File: config.mk
export PLATFORM = sky130hd
export DESIGN_NAME = led_sequencer
export DESIGN_NICKNAME = d
export VERILOG_FILES = /design/src/rtl/led_sequencer_pkg.sv /design/src/rtl/step_sync.sv /design/src/rtl/led_sequencer.sv
export SDC_FILE = /design/constraint.sdc
export NUM_CORES = 1
export LEC_CHECK = 0
export CORE_MARGIN = 3
export CORE_UTILIZATION = 35
export CTS_BUF_LIST = sky130_fd_sc_hd__clkbuf_16
export CTS_CLUSTER_SIZE = 16
export DETAILED_ROUTE_END_ITERATION = 8
export DONT_BUFFER_PORTS = 1
export GPL_TIMING_DRIVEN = 0
export REMOVE_ABC_BUFFERS = 1
export SLEW_MARGIN = 20
export SYNTH_ARGS = -nofsm -noshare
export SYNTH_HDL_FRONTEND = slang
export SYNTH_HIERARCHICAL = 1
export SYNTH_SLANG_ARGS = --single-unit
File: constraint.sdc
create_clock -name clk_in -period 5.6 [get_ports clk_in]
set_clock_uncertainty 0.2 [all_clocks]
set_input_delay 0.84 -clock clk_in [delete_from_list [all_inputs] [get_ports clk_in]]
set_output_delay 0.84 -clock clk_in [all_outputs]
set_load 0.01 [all_outputs]
File: src/rtl/led_sequencer_pkg.sv
// Shared definitions for the LED sequencer: pattern mode codes and the
// scan-direction encoding. Imported by the top level and the testbench.
package led_sequencer_pkg;

    // Pattern select codes carried on the mode input.
    localparam logic [1:0] MODE_BLINK = 2'd0;
    localparam logic [1:0] MODE_COUNT = 2'd1;
    localparam logic [1:0] MODE_SCAN  = 2'd2;
    localparam logic [1:0] MODE_FILL  = 2'd3;

    // Direction of the one-hot bounce in SCAN mode.
    typedef enum logic {
        DIR_UP   = 1'b0,
        DIR_DOWN = 1'b1
    } dir_e;

endpackage

File: src/rtl/step_sync.sv
// Synchroniser and rising-edge detector for a slow asynchronous square wave.
// The input is treated as data: it passes through SYNC_STAGES flops, then one
// history flop, and a rising edge is reported as a single-cycle level.
//
// Ports:
//   clk_in    sampling clock
//   rst       synchronous, active-high reset; clears every flop
//   async_in  asynchronous input wave
//   edge_out  high for one clk_in cycle after a synchronised rising edge
module step_sync #(
    parameter int unsigned SYNC_STAGES = 2  // must be >= 2
) (
    input  logic clk_in,
    input  logic rst,
    input  logic async_in,
    output logic edge_out
);

    logic [SYNC_STAGES-1:0] sync_q;
    logic                   prev_q;
    logic                   s_last;

    assign s_last = sync_q[SYNC_STAGES-1];

    always_ff @(posedge clk_in) begin
        if (rst) begin
            sync_q <= '0;
            prev_q <= 1'b0;
        end else begin
            sync_q <= {sync_q[SYNC_STAGES-2:0], async_in};
            prev_q <= s_last;
        end
    end

    assign edge_out = s_last & ~prev_q;

endmodule

File: src/rtl/led_sequencer.sv
// LED pattern sequencer driven by a divided square wave used as data.
// Each accepted rising edge of step_in advances one of four patterns
// (BLINK, COUNT, SCAN, FILL). A change of mode reloads the pattern's initial
// value and wins over a coincident step.
//
// Ports:
//   clk_in      board clock; all state updates on its rising edge
//   rst         synchronous, active-high reset
//   step_in     slow square wave, asynchronous to clk_in
//   mode        pattern select (BLINK, COUNT, SCAN, FILL)
//   hold        freezes the pattern; steps arriving while held are lost
//   leds        registered LED drive
//   step_pulse  one-cycle pulse per accepted step
//   wrap        one-cycle pulse when a step returns leds to the initial value
module led_sequencer
    import led_sequencer_pkg::*;
#(
    parameter int unsigned WIDTH       = 4,  // must be >= 2
    parameter int unsigned SYNC_STAGES = 2   // must be >= 2
) (
    input  logic             clk_in,
    input  logic             rst,
    input  logic             step_in,
    input  logic [1:0]       mode,
    input  logic             hold,
    output logic [WIDTH-1:0] leds,
    output logic             step_pulse,
    output logic             wrap
);

    // Starting pattern for each mode; also the value that signals a wrap.
    function automatic logic [WIDTH-1:0] init_value(input logic [1:0] m);
        logic [WIDTH-1:0] v;
        v = '0;
        case (m)
            MODE_BLINK: begin
                for (int i = 0; i < int'(WIDTH); i++) begin
                    v[i] = ~i[0];
                end
            end
            MODE_SCAN:  v[0] = 1'b1;
            MODE_COUNT: v = '0;
            MODE_FILL:  v = '0;
            default:    v = '0;
        endcase
        return v;
    endfunction

    logic             step_edge;
    logic [1:0]       mode_q;
    dir_e             dir_q,   dir_d;
    logic [WIDTH-1:0] leds_q,  leds_d;
    logic             pulse_q, pulse_d;
    logic             wrap_q,  wrap_d;

    logic             reload;
    logic             accept;
    logic [WIDTH-1:0] step_leds;
    dir_e             step_dir;

    step_sync #(
        .SYNC_STAGES (SYNC_STAGES)
    ) u_step_sync (
        .clk_in   (clk_in),
        .rst      (rst),
        .async_in (step_in),
        .edge_out (step_edge)
    );

    // Pattern advance for the currently registered mode.
    always_comb begin
        step_leds = leds_q;
        step_dir  = dir_q;
        case (mode_q)
            MODE_BLINK: step_leds = ~leds_q;
            MODE_COUNT: step_leds = leds_q + WIDTH'(1);
            MODE_SCAN: begin
                if (dir_q == DIR_UP) begin
                    if (leds_q[WIDTH-1]) begin
                        step_dir  = DIR_DOWN;
                        step_leds = {1'b0, leds_q[WIDTH-1:1]};
                    end else begin
                        step_leds = {leds_q[WIDTH-2:0], 1'b0};
                    end
                end else begin
                    if (leds_q[0]) begin
                        step_dir  = DIR_UP;
                        step_leds = {leds_q[WIDTH-2:0], 1'b0};
                    end else begin
                        step_leds = {1'b0, leds_q[WIDTH-1:1]};
                    end
                end
            end
            MODE_FILL: step_leds = (&leds_q) ? '0 : {leds_q[WIDTH-2:0], 1'b1};
            default:   step_leds = leds_q;
        endcase
    end

    // A mode reload swallows any step landing on the same edge.
    always_comb begin
        reload  = (mode != mode_q);
        accept  = step_edge & ~hold & ~reload;
        leds_d  = leds_q;
        dir_d   = dir_q;
        pulse_d = accept;
        wrap_d  = accept && (step_leds == init_value(mode_q));
        if (reload) begin
            leds_d = init_value(mode);
            dir_d  = DIR_UP;
        end else if (accept) begin
            leds_d = step_leds;
            dir_d  = step_dir;
        end
    end

    always_ff @(posedge clk_in) begin
        if (rst) begin
            mode_q  <= MODE_BLINK;
            dir_q   <= DIR_UP;
            leds_q  <= init_value(MODE_BLINK);
            pulse_q <= 1'b0;
            wrap_q  <= 1'b0;
        end else begin
            mode_q  <= mode;
            dir_q   <= dir_d;
            leds_q  <= leds_d;
            pulse_q <= pulse_d;
            wrap_q  <= wrap_d;
        end
    end

    assign leds       = leds_q;
    assign step_pulse = pulse_q;
    assign wrap       = wrap_q;

endmodule
## After elaboration in Yosys (flattened, before gate mapping)

Index checks and enable logic that the tools add are counted.

- Register bits after elaboration: 12
- Output and inout port bits: 6
- Input bits: 6
- Logic and storage cells: 48

- Muxes and demuxes: 14
- Reduce and logical (&&, ||, !) cells: 11
- Add/subtract/negate cells: 1
- Equality and inequality tests: 8
- Bitwise gates (word level): 7

Operators by type and width:

| kind | count |
|---|---|
| 4-bit two-way mux | 6 |
| 4-bit case mux with 4 select lines | 1 |
| 2-bit OR reduction | 5 |
| 2-bit == test, second input constant | 4 |
| 4-bit by 1-bit adder with 4-bit output, second input constant | 1 |
| 2-bit by 1-bit == test with 1-bit output, second input constant | 2 |
| 4-bit == test | 1 |
| 2-bit zero test | 2 |
| 2-bit two-way mux | 2 |
| 4-bit NOT | 1 |
| 1-bit case mux with 2 select lines | 2 |
| 4-bit AND reduction | 1 |
| 1-bit bitwise AND | 3 |
| 1-bit two-way mux | 3 |
| 1-bit NOT | 3 |
| 2-bit != test | 1 |
| 2-bit AND reduction | 1 |
| 2-bit nonzero test | 1 |
| 1-bit logical AND | 1 |

## Longest topological paths before layout

Gate-level depths: netlist of run 1.

- Word-level depth: 6
- Gate-level depth with buffers: 7
- Mapped depth without buffers: 7

## Modules after synthesis

The synthesis of run 1 kept the hierarchy.

By module, submodules not included:

| module | times used | cells each | area each (um^2) |
|---|---|---|---|
| led_sequencer | 1 | 87 | 668.1 |
| step_sync | 1 | 7 | 87.6 |

## Worst setup path after synthesis of run 1

No wires, ideal clock.

- Kind: input -> register
- Start point: input hold
- End point: register wrap_q, in the netlist wrap
- Path buffers: 1
- Setup time: 0.073 ns
- Arrival time: 1.750 ns
- Path slack: 3.577 ns
- Cell stages on the path: 4
- Data required time: 5.327 ns
- Cell sequence: nand2b_1 > clkbuf_1 > or4_1 > nor3_2

- Cells in the longest elaborated chain, start to end: 4

RTL lines:

| what | RTL line | RTL |
|---|---|---|
| from (decl) | led_sequencer.sv:25 | `input logic hold,` |
| 1-bit NOT | led_sequencer.sv:102 | `accept = step_edge & ~hold & ~reload;` |
| 1-bit bitwise AND (2 in series) | led_sequencer.sv:102 |  |
| 1-bit logical AND | led_sequencer.sv:106 | `wrap_d = accept && (step_leds == init_value(mode_q));` |
| to (signal assigned) | led_sequencer.sv:128 | `wrap_q <= wrap_d;` |
| to (decl) | led_sequencer.sv:54 | `logic wrap_q, wrap_d;` |

Every way passes these cells.
A chain may end at the register's enable or synchronous reset.

## Worst setup path after layout of run 1

- Start point: register leds_q[0], in the netlist leds[0]
- End point: register wrap_q, in the netlist wrap

- Cells in the longest elaborated chain, start to end: 5
- Elaborated cells on any way between the ends: 10

RTL lines:

| what | RTL line | RTL |
|---|---|---|
| from (decl) | led_sequencer.sv:52 | `logic [WIDTH-1:0] leds_q, leds_d;` |
| from (signal assigned) | led_sequencer.sv:120 | `leds_q <= init_value(MODE_BLINK);` |
| from (signal assigned) | led_sequencer.sv:126 | `leds_q <= leds_d;` |
| branches (longest 2 deep; another with 4-bit by 1-bit adder with 4-bit output) | -- |  |
| 4-bit case mux with 4 select lines (*) | led_sequencer.sv:74 | `case (mode_q)` |
| 4-bit == test (*) | led_sequencer.sv:106 |  |
| 1-bit logical AND (*) | led_sequencer.sv:106 |  |

Every way passes the cells marked *.

==> results of run 1 <==
-- cell families (layout without fill, tap and decap cells) --
logic type | after synthesis | in the layout | synth area share [%]
simple gates | 39 | 39 | 27.0
compound gates | 27 | 27 | 26.3
flops | 12 | 12 | 31.8
buf+inv | 12 | 9 | 9.27
fa+ha+maj | 2 | 2 | 3.31
xor+xnor | 2 | 2 | 2.32
-- worst max-delay path, stage by stage (launching register included) --
cell and delay, ps:
dfxtp_1 580, ha_1 310, nand2_1 80, a21oi_2 120, o32ai_1 130, or4_1 540
nor3_2 110
-- registers in the layout, summed over array words and instances, names as in the netlist --
signal and flops:
dir_q 1, leds 4, mode_q 2, step_pulse 1
u_step_sync/prev_q 1, u_step_sync/sync_q 2, wrap 1
-- final cells by class --
class                   count  area [µm²]
well taps                  27        33.8
inverters                   6        22.5
fillers                   207        1180
flip-flops and latches     12         240
multi-input cells          70         445
clock buffers               3        75.1
-- through the flow --
stage               hold slack, ps  cell area [µm²]  power (W)  std cells
floorplan                      214              708   0.000113         88
global placement               227              742   0.000118        115
detailed placement             229              742   0.000118        115
CTS                            249              817   0.000244        118
global route                   267              817   0.000252        118
finish                         244              817   0.000240        118
-- power groups by stage --
stage / logic (W) / registers (W) / clock network (W)
floorplan: 0.0000165 / 0.0000967 / 0
global placement: 0.0000195 / 0.0000988 / 0
detailed placement: 0.0000194 / 0.0000990 / 0
CTS: 0.0000196 / 0.0000977 / 0.000126
global route: 0.0000218 / 0.0000986 / 0.000131
finish: 0.0000195 / 0.0000978 / 0.000123
-- per-layer routing --
layer | vias to the layer above | track usage (%) | part of all wire (%)
met3 | 0 | 5.41 | 7.1
met5 | - | 0 | 0
li1 | 336 | - | -
met1 | 293 | 18.5 | 50
met4 | 0 | 2.55 | 0
met2 | 16 | 17.1 | 43
-- cells in the final DEF (no fill, tap or decap), drive strengths merged --
| cell | count |
|---|---|
| a211oi | 1 |
| a21oi | 8 |
| and2 | 1 |
| a31oi | 3 |
| ha | 2 |
| a221o | 1 |
| xnor2 | 2 |
| o311ai | 2 |
| o31ai | 3 |
| nand4 | 1 |
| nor2 | 9 |
| nor4 | 1 |
| nand2b | 3 |
| nand3b | 1 |
| inv | 6 |
| clkbuf | 3 |
| o32ai | 2 |
| o21a | 2 |
| a2111oi | 1 |
| o41a | 1 |
| nand3 | 1 |
| and3 | 2 |
| o21ai | 2 |
| nor2b | 6 |
| or4 | 1 |
| nand2 | 8 |
| nor3 | 5 |
| o41ai | 1 |
| dfxtp | 12 |
-- worst paths after layout --
kind / to / from / slack, ps / cells past startpoint
setup / recovery: wrap$_SDFF_PP0_ / leds[0]$_SDFFE_PP1P_ / 3450 / 6
hold / removal: u_step_sync/sync_q[1]$_SDFF_PP0_ / u_step_sync/sync_q[0]$_SDFF_PP0_ / 240 / 1
setup reg to reg: wrap$_SDFF_PP0_ / leds[0]$_SDFFE_PP1P_ / 3450 / 6
hold reg to reg: u_step_sync/sync_q[1]$_SDFF_PP0_ / u_step_sync/sync_q[0]$_SDFF_PP0_ / 240 / 1
==> results.sh, run 1 <==
export IMPL_fmax_ghz=0.466
export IMPL_cts_sinks=12
export IMPL_initial_core_util_pct=37.8
export IMPL_netlist_area_um2=756
export IMPL_htreeDepth=1
export IMPL_synth_area_top_cells="dfxtp_1 (32%), a21oi_1 (4.6%), nor2_1 (4.5%)"
export IMPL_async_flop_share_pct=0
export IMPL_crit_fanout=10
export IMPL_synth_cells=94
export IMPL_grtUsageTotal_pct=12.7
export IMPL_yosysTopAreaCell="dfxtp_1"
export IMPL_yosysUniqueCellTypes=37
export IMPL_max_slew_margin_rel_pct=61.7
export IMPL_ant_nets=0
export IMPL_grt_max_degree=17
export IMPL_timing_final_ws_setup_ps=3450
export IMPL_grt_pass1_wl_um=2600
export IMPL_ys_seq_area_share_pct=31.8
export IMPL_final_util_pct=40.8
export IMPL_critPathCaptureType="flop"
export IMPL_post_cts_resized=0
export IMPL_ir_worst_vdd_uv=303
export IMPL_core_area_um2=2000
export IMPL_die_h_um=52.5
export IMPL_vias=645
export IMPL_grt_overflow=0
export IMPL_synth_top_area_share_pct=31.8
export IMPL_tns_ps=0
export IMPL_seqPwrFrac_pct=40.7
export IMPL_wl_per_cell_um=13.0
export IMPL_min_period_ps=2150
export IMPL_tritoncts="done"
export IMPL_synth_flop_cell="dfxtp_1"
export IMPL_hold_viol=0
export IMPL_place_congestion=0.842
export IMPL_clkPwrFrac_pct=51.2
export IMPL_dp_hpwl_um=1090
export IMPL_pre_cts_slack_ps=3470
export IMPL_clkTransAtPathRegs_ps=40
export IMPL_synth_common_cells="dfxtp_1 (12), nor2_1 (9), nand2_1 (8), a21oi_1 (7), nor2b_1 (5)"
export IMPL_holdCritPathClass="reg -> reg"
export IMPL_p_per_area_nw_per_um2=294
export IMPL_p_sw_w=0.0000499
export IMPL_via_per_inst=5.47
export IMPL_fp_dieW_um=52.5
export IMPL_p_comb_share_pct=8.1
export IMPL_status="completed"
export IMPL_grt_pass1_vias=573
export IMPL_synth_seq_cells=12
export IMPL_required_ps=5560
export IMPL_worst_pin_slew_ps=574
export IMPL_antenna_found_initial=0
export IMPL_slew_violations=0
export IMPL_ioPinCount=12
export IMPL_ys_warnings_count=6
export IMPL_wl_um=1530
export IMPL_sw_frac_of_total_pct=20.8
export IMPL_drcViolationCount=0
export IMPL_dieArea_um2=2750
export IMPL_cts_hold_buf=0
export IMPL_port_buffers=0
export IMPL_avgSynthCellArea_um2=8.04
export IMPL_rsz0062_at_grt="false"
export IMPL_numCtsBuffers=3
export IMPL_p_leak_nw=0.283
export IMPL_path_class="reg -> reg"
export IMPL_drt_iter0_drc=10
export IMPL_setup_viol=0
export IMPL_startpoint_type="flop"
export IMPL_drt_pass1_iterations=4
export IMPL_fin_nets=101
export IMPL_fin_crit_sh_pct=38.3
export IMPL_yosysMostFrequentCell="dfxtp_1"
export IMPL_cts_path_max_buffers=2
export IMPL_internal_power_w=0.000190
export IMPL_max_cap_violations=0
export IMPL_worst_skew_pair_late_latency_ps=230
export IMPL_post_cts_buffers=0
export IMPL_synth_edf_count=0
export IMPL_num_antenna_cells=0
export IMPL_cp_arrival_ps=2110
export IMPL_row_count=16
export IMPL_clock_root_buffer="clkbuf_16"
export IMPL_syn_to_final_growth_pct=8.11
export IMPL_final_layout_size_suffix_gt1_share_pct=9.89
(Power assumes the default switching activity.)
==> run 2: changes to the inputs <==
==> constraint.sdc (replaced) <==
create_clock -name clk_in -period 2 [get_ports clk_in]
set_clock_uncertainty 0.2 [all_clocks]
set_input_delay 0.3 -clock clk_in [delete_from_list [all_inputs] [get_ports clk_in]]
set_output_delay 0.3 -clock clk_in [all_outputs]
set_load 0.01 [all_outputs]
==> run 2 against run 1 <==
  * Final cell count rose by 2.5%
  * First-iteration DRC count did not move
  * Worst setup slack worse by 3400 ps
  * Utilization is 2.2 points higher
  * Routed wire length rose by 2.5%
  * Clock-buffer cell count is the same
  * Worst hold slack worse by 240 ps
  * Sequential power rose to 2.8 times the previous value
  * Via count grew 1.9%
  * Clock power rose to 2.8 times the previous value
  * Highest routed layer is now met4
==> results.sh, run 2 (synthesis results as in run 1) <==
export IMPL_cp_arrival_ps=1860
export IMPL_cts_path_max_buffers=2
export IMPL_via_per_inst=5.43
export IMPL_antenna_found_initial=0
export IMPL_critPathCaptureType="flop"
export IMPL_vias=657
export IMPL_grtUsageTotal_pct=12.7
export IMPL_clkTransAtPathRegs_ps=40
export IMPL_core_area_um2=2000
export IMPL_ir_worst_vdd_uv=863
export IMPL_hold_viol=0
export IMPL_slew_violations=0
export IMPL_multiInputGateArea_um2=448
export IMPL_path_class="reg -> reg"
export IMPL_cts_sinks=12
export IMPL_required_ps=1960
export IMPL_p_per_area_nw_per_um2=788
export IMPL_fp_dieW_um=52.5
export IMPL_row_count=16
export IMPL_ff_latch_area_um2=253
export IMPL_whs_ps=5.27
export IMPL_final_layout_size_suffix_gt1_share_pct=17.0
export IMPL_drt_pass1_iterations=4
export IMPL_max_cap_violations=0
export IMPL_ant_nets=0
export IMPL_holdCritPathClass="in -> reg"
export IMPL_fin_crit_sh_pct=95.2
export IMPL_grt_pass1_vias=571
export IMPL_htreeDepth=1
export IMPL_p_leak_nw=0.296
export IMPL_final_common_cell="nor2_1"
export IMPL_crit_fanout=10
export IMPL_clock_root_buffer="clkbuf_16"
export IMPL_min_period_ps=1900
export IMPL_syn_to_final_growth_pct=14.1
export IMPL_num_antenna_cells=0
export IMPL_ioPinCount=12
export IMPL_dp_cells=115
export IMPL_initial_core_util_pct=37.8
export IMPL_grt_overflow=0
export IMPL_worst_skew_pair_late_latency_ps=230
export IMPL_grt_max_degree=17
export IMPL_largest_reg_flops=4
export IMPL_die_h_um=52.5
export IMPL_layout_common_cells="nor2_1 (9), nand2_1 (8), a21oi_1 (7), dfxtp_1 (6), nor2b_1 (5)"
export IMPL_drcViolationCount=0
export IMPL_report_power_total_w=0.000680
export IMPL_grt_pass1_wl_um=2590
export IMPL_startpoint_type="flop"
export IMPL_tns_ps=0
export IMPL_pre_cts_slack_ps=-133
export IMPL_timing_final_ws_setup_ps=96.5
export IMPL_final_cells=121
export IMPL_status="completed"
export IMPL_setup_viol=0
export IMPL_drt_iter0_drc=10
export IMPL_dp_hpwl_um=1090
export IMPL_worst_pin_slew_ps=436
export IMPL_max_slew_margin_rel_pct=70.9
export IMPL_port_buffers=0
export IMPL_numCtsBuffers=3
export IMPL_fillers=202
export IMPL_fin_nets=104
export IMPL_place_congestion=0.842
export IMPL_wl_per_cell_um=13.0
export IMPL_dieArea_um2=2750
export IMPL_tritoncts="done"
export IMPL_wl_um=1570
export IMPL_fmax_ghz=0.525
export IMPL_rsz0062_at_grt="false"
-- run 2: cell types whose count changed in the layout (fill, tap and decap cells not counted) --
cell / change
dfxtp_1: -6
dfxtp_2: +4
dlygate4sd3_1: +3
dfxtp_4: +2
ha_1: -1
ha_2: +1
-- run 2: power by group --
group          leakage [nW]  switching, W  internal [W]  total (W)
clock network        0.0370     0.0000858      0.000259   0.000344
logic                 0.159     0.0000323     0.0000290  0.0000613
registers             0.100     0.0000245      0.000249   0.000274
total                 0.296      0.000143      0.000537   0.000680
-- run 2: critical path: stages, from the launching register on --
cell and delay, ps:
dfxtp_4 380, ha_2 220, o311ai_2 220, o32ai_1 160
or4_1 540, nor3_2 110
-- run 2: repair_timing --
item | 4_1_cts | 5_1_grt
buffers inserted | 0 | 0
hold buffers | 3 | 0
endpoints found under the hold margin | 7 | 0
endpoints found under the setup margin | 1 | 2
resized for setup | 3 | 6
-- run 2: path summary, 6_finish.rpt --
check             cells past startpoint                             start  slack (ps)                          endpoint
setup / recovery                      5              leds[0]$_SDFFE_PP1P_         100                   wrap$_SDFF_PP0_
setup reg to reg                      5              leds[0]$_SDFFE_PP1P_         100                   wrap$_SDFF_PP0_
hold reg to reg                       1  u_step_sync/sync_q[0]$_SDFF_PP0_         240  u_step_sync/sync_q[1]$_SDFF_PP0_
hold / removal                        2                           mode[0]           5              mode_q[0]$_SDFF_PP0_
-- run 2: layer usage --
layer / global-route usage [%] / vias up / part of all wire [%]
met5: 0 / - / 0
met4: 2.55 / 0 / 0.38
li1: - / 345 / -
met3: 5.41 / 2 / 5.6
met1: 18.5 / 293 / 50
met2: 17.1 / 17 / 44
-- run 2: per-stage QoR --
step	area (µm²)	utilization [%]
2_1_floorplan	708	-
3_3_place_gp	742	37.1
3_5_place_dp	742	37.1
4_1_cts	851	42.5
5_1_grt	862	43.1
6_report	862	43.1
-- run 2: layout make-up --
cell class                 instances  area share (%)
multi-input combinational         70            52.0
sequential                        12            29.3
clock buffer                       3            8.71
tap                               27            3.92
timing repair buffer               3            3.48
inverter                           6            2.61
==> run 3: changes to the inputs <==
--- a/config.mk
+++ b/config.mk
@@ -5,6 +5,7 @@
 export SDC_FILE = /design/constraint.sdc
 export NUM_CORES = 1
 export LEC_CHECK = 0
+export ABC_CLOCK_PERIOD_IN_PS = 2000
 export CORE_MARGIN = 3
 export CORE_UTILIZATION = 35
 export CTS_BUF_LIST = sky130_fd_sc_hd__clkbuf_16
==> constraint.sdc (replaced) <==
create_clock -name clk_in -period 2 [get_ports clk_in]
set_clock_uncertainty 0.2 [all_clocks]
set_input_delay 0.6 -clock clk_in [delete_from_list [all_inputs] [get_ports clk_in]]
set_output_delay 0.6 -clock clk_in [all_outputs]
set_load 0.01 [all_outputs]
==> run 3 against run 2 <==
  * Global-route usage increased by 0.18 points
  * Routed wire length decreased by 0.76%
  * Critical path type unchanged
  * Largest cell class unchanged
  * Worst setup slack got worse by 12 ps
  * Utilization decreased by 1.5 points
==> results.sh, run 3 (synthesis results as in run 1) <==
export IMPL_num_antenna_cells=0
export IMPL_vias=650
export IMPL_drt_iter0_drc=7
export IMPL_cp_num_buf_inv=0
export IMPL_layout_common_cells="nor2_1 (9), nand2_1 (8), a21oi_1 (7), dfxtp_1 (6), nor2b_1 (5)"
export IMPL_grt_overflow=0
export IMPL_ff2ff_path_depth=5
export IMPL_holdPathStages=1
export IMPL_worst_pin_slew_ps=469
export IMPL_final_cells=118
export IMPL_max_cap_violations=0
export IMPL_max_slew_margin_rel_pct=68.6
export IMPL_path_cells="ha_2 > o311ai_2 > o32ai_1 > or4_1 > nor3_2"
export IMPL_critPathCaptureType="flop"
export IMPL_dieArea_um2=2750
export IMPL_row_count=16
export IMPL_fin_nets=101
export IMPL_grt_max_degree=17
export IMPL_worst_skew_pair_late_latency_ps=230
export IMPL_hold_viol=0
export IMPL_cpPeakStageDelay_ps=540
export IMPL_pre_cts_slack_ps=-133
export IMPL_p_leak_nw=0.284
export IMPL_tns_ps=0
export IMPL_cts_sinks=12
export IMPL_port_buffers=0
export IMPL_critical_path_top_delay_family="simple AND/OR/NAND/NOR gates"
export IMPL_ir_worst_vdd_uv=845
export IMPL_ioPinCount=12
export IMPL_critPathSlowestCell="or4_1"
export IMPL_cp_arrival_ps=1880
export IMPL_core_area_um2=2000
export IMPL_final_common_cell="nor2_1"
export IMPL_status="completed"
export IMPL_place_congestion=0.842
export IMPL_numCtsBuffers=3
export IMPL_fin_crit_sh_pct=95.8
export IMPL_min_period_ps=1920
export IMPL_grtUsageTotal_pct=12.9
export IMPL_die_h_um=52.5
export IMPL_largest_reg_flops=4
export IMPL_grt_pass1_wl_um=2640
export IMPL_timing_final_ws_setup_ps=84.7
export IMPL_fp_dieW_um=52.5
export IMPL_drt_pass1_iterations=4
export IMPL_path_depth=5
export IMPL_rsz0062_at_grt="false"
export IMPL_clkTransAtPathRegs_ps=40
export IMPL_wl_per_cell_um=13.2
export IMPL_holdCritPathClass="in -> reg"
export IMPL_tritoncts="done"
export IMPL_setup_viol=0
export IMPL_grt_pass1_vias=595
export IMPL_ant_nets=0
export IMPL_final_area_um2=832
export IMPL_required_ps=1960
export IMPL_fmax_ghz=0.522
export IMPL_final_layout_size_suffix_gt1_share_pct=17.6
export IMPL_cts_path_max_buffers=2
export IMPL_dp_hpwl_um=1090
export IMPL_via_per_inst=5.51
export IMPL_startpoint_type="flop"
export IMPL_syn_to_final_growth_pct=10.1
export IMPL_crit_fanout=10
export IMPL_dp_cells=115
export IMPL_cts_hold_buf=0
export IMPL_clock_root_buffer="clkbuf_16"
export IMPL_slew_violations=0
export IMPL_antenna_found_initial=0
export IMPL_path_class="reg -> reg"
export IMPL_placed_area_um2=742
export IMPL_drcViolationCount=0
export IMPL_p_per_area_nw_per_um2=812
export IMPL_initial_core_util_pct=37.8
export IMPL_wl_um=1560
export IMPL_htreeDepth=1
## run 3: worst reg2reg max path: stages, from the launching register on
cell	delay, ps
dfxtp_4	380
ha_2	220
o311ai_2	220
o32ai_1	170
or4_1	540
nor3_2	110
## run 3: cell type report
type                       count  area (µm²)
inverter                       6        22.5
clock buffer                   3        75.1
fill                         207        1170
tap                           27        33.8
multi-input combinational     70         448
sequential                    12         253
## run 3: timing repair
action / CTS / global route
buffers inserted: 0 / 0
resized for setup: 3 / 6
endpoints found under the setup margin: 1 / 2
## run 3: final timing paths
kind	startpoint	to	slack (ps)
worst max-delay path	leds[0]$_SDFFE_PP1P_	wrap$_SDFF_PP0_	80
worst max register to register	leds[0]$_SDFFE_PP1P_	wrap$_SDFF_PP0_	80
worst min register to register	u_step_sync/sync_q[0]$_SDFF_PP0_	u_step_sync/sync_q[1]$_SDFF_PP0_	240
worst min-delay path	rst	mode_q[0]$_SDFF_PP0_	220
## run 3: metrics by stage
| stage | total power (W) | hold WS, ps | utilization (%) |
|---|---|---|---|
| 6_report | 0.000675 | 222 | 41.6 |
| 2_1_floorplan | 0.000317 | 214 | - |
| 3_3_place_gp | 0.000331 | 227 | 37.1 |
| 5_1_grt | 0.000705 | 224 | 41.6 |
| 3_5_place_dp | 0.000332 | 229 | 37.1 |
| 4_1_cts | 0.000683 | 219 | 41.0 |
## run 3: per-layer routing
| layer | GRT usage, % | wire length (µm) |
|---|---|---|
| met1 | 18.2 | 753 |
| met2 | 18.2 | 703 |
| met3 | 5.41 | 101 |
| met4 | 2.55 | 0 |
| met5 | 0 | 0 |
## run 3: power breakdown
group / internal, W / switching [W]
sequential: 0.000249 / 0.0000247
combinational: 0.0000253 / 0.0000298
clock: 0.000259 / 0.0000875
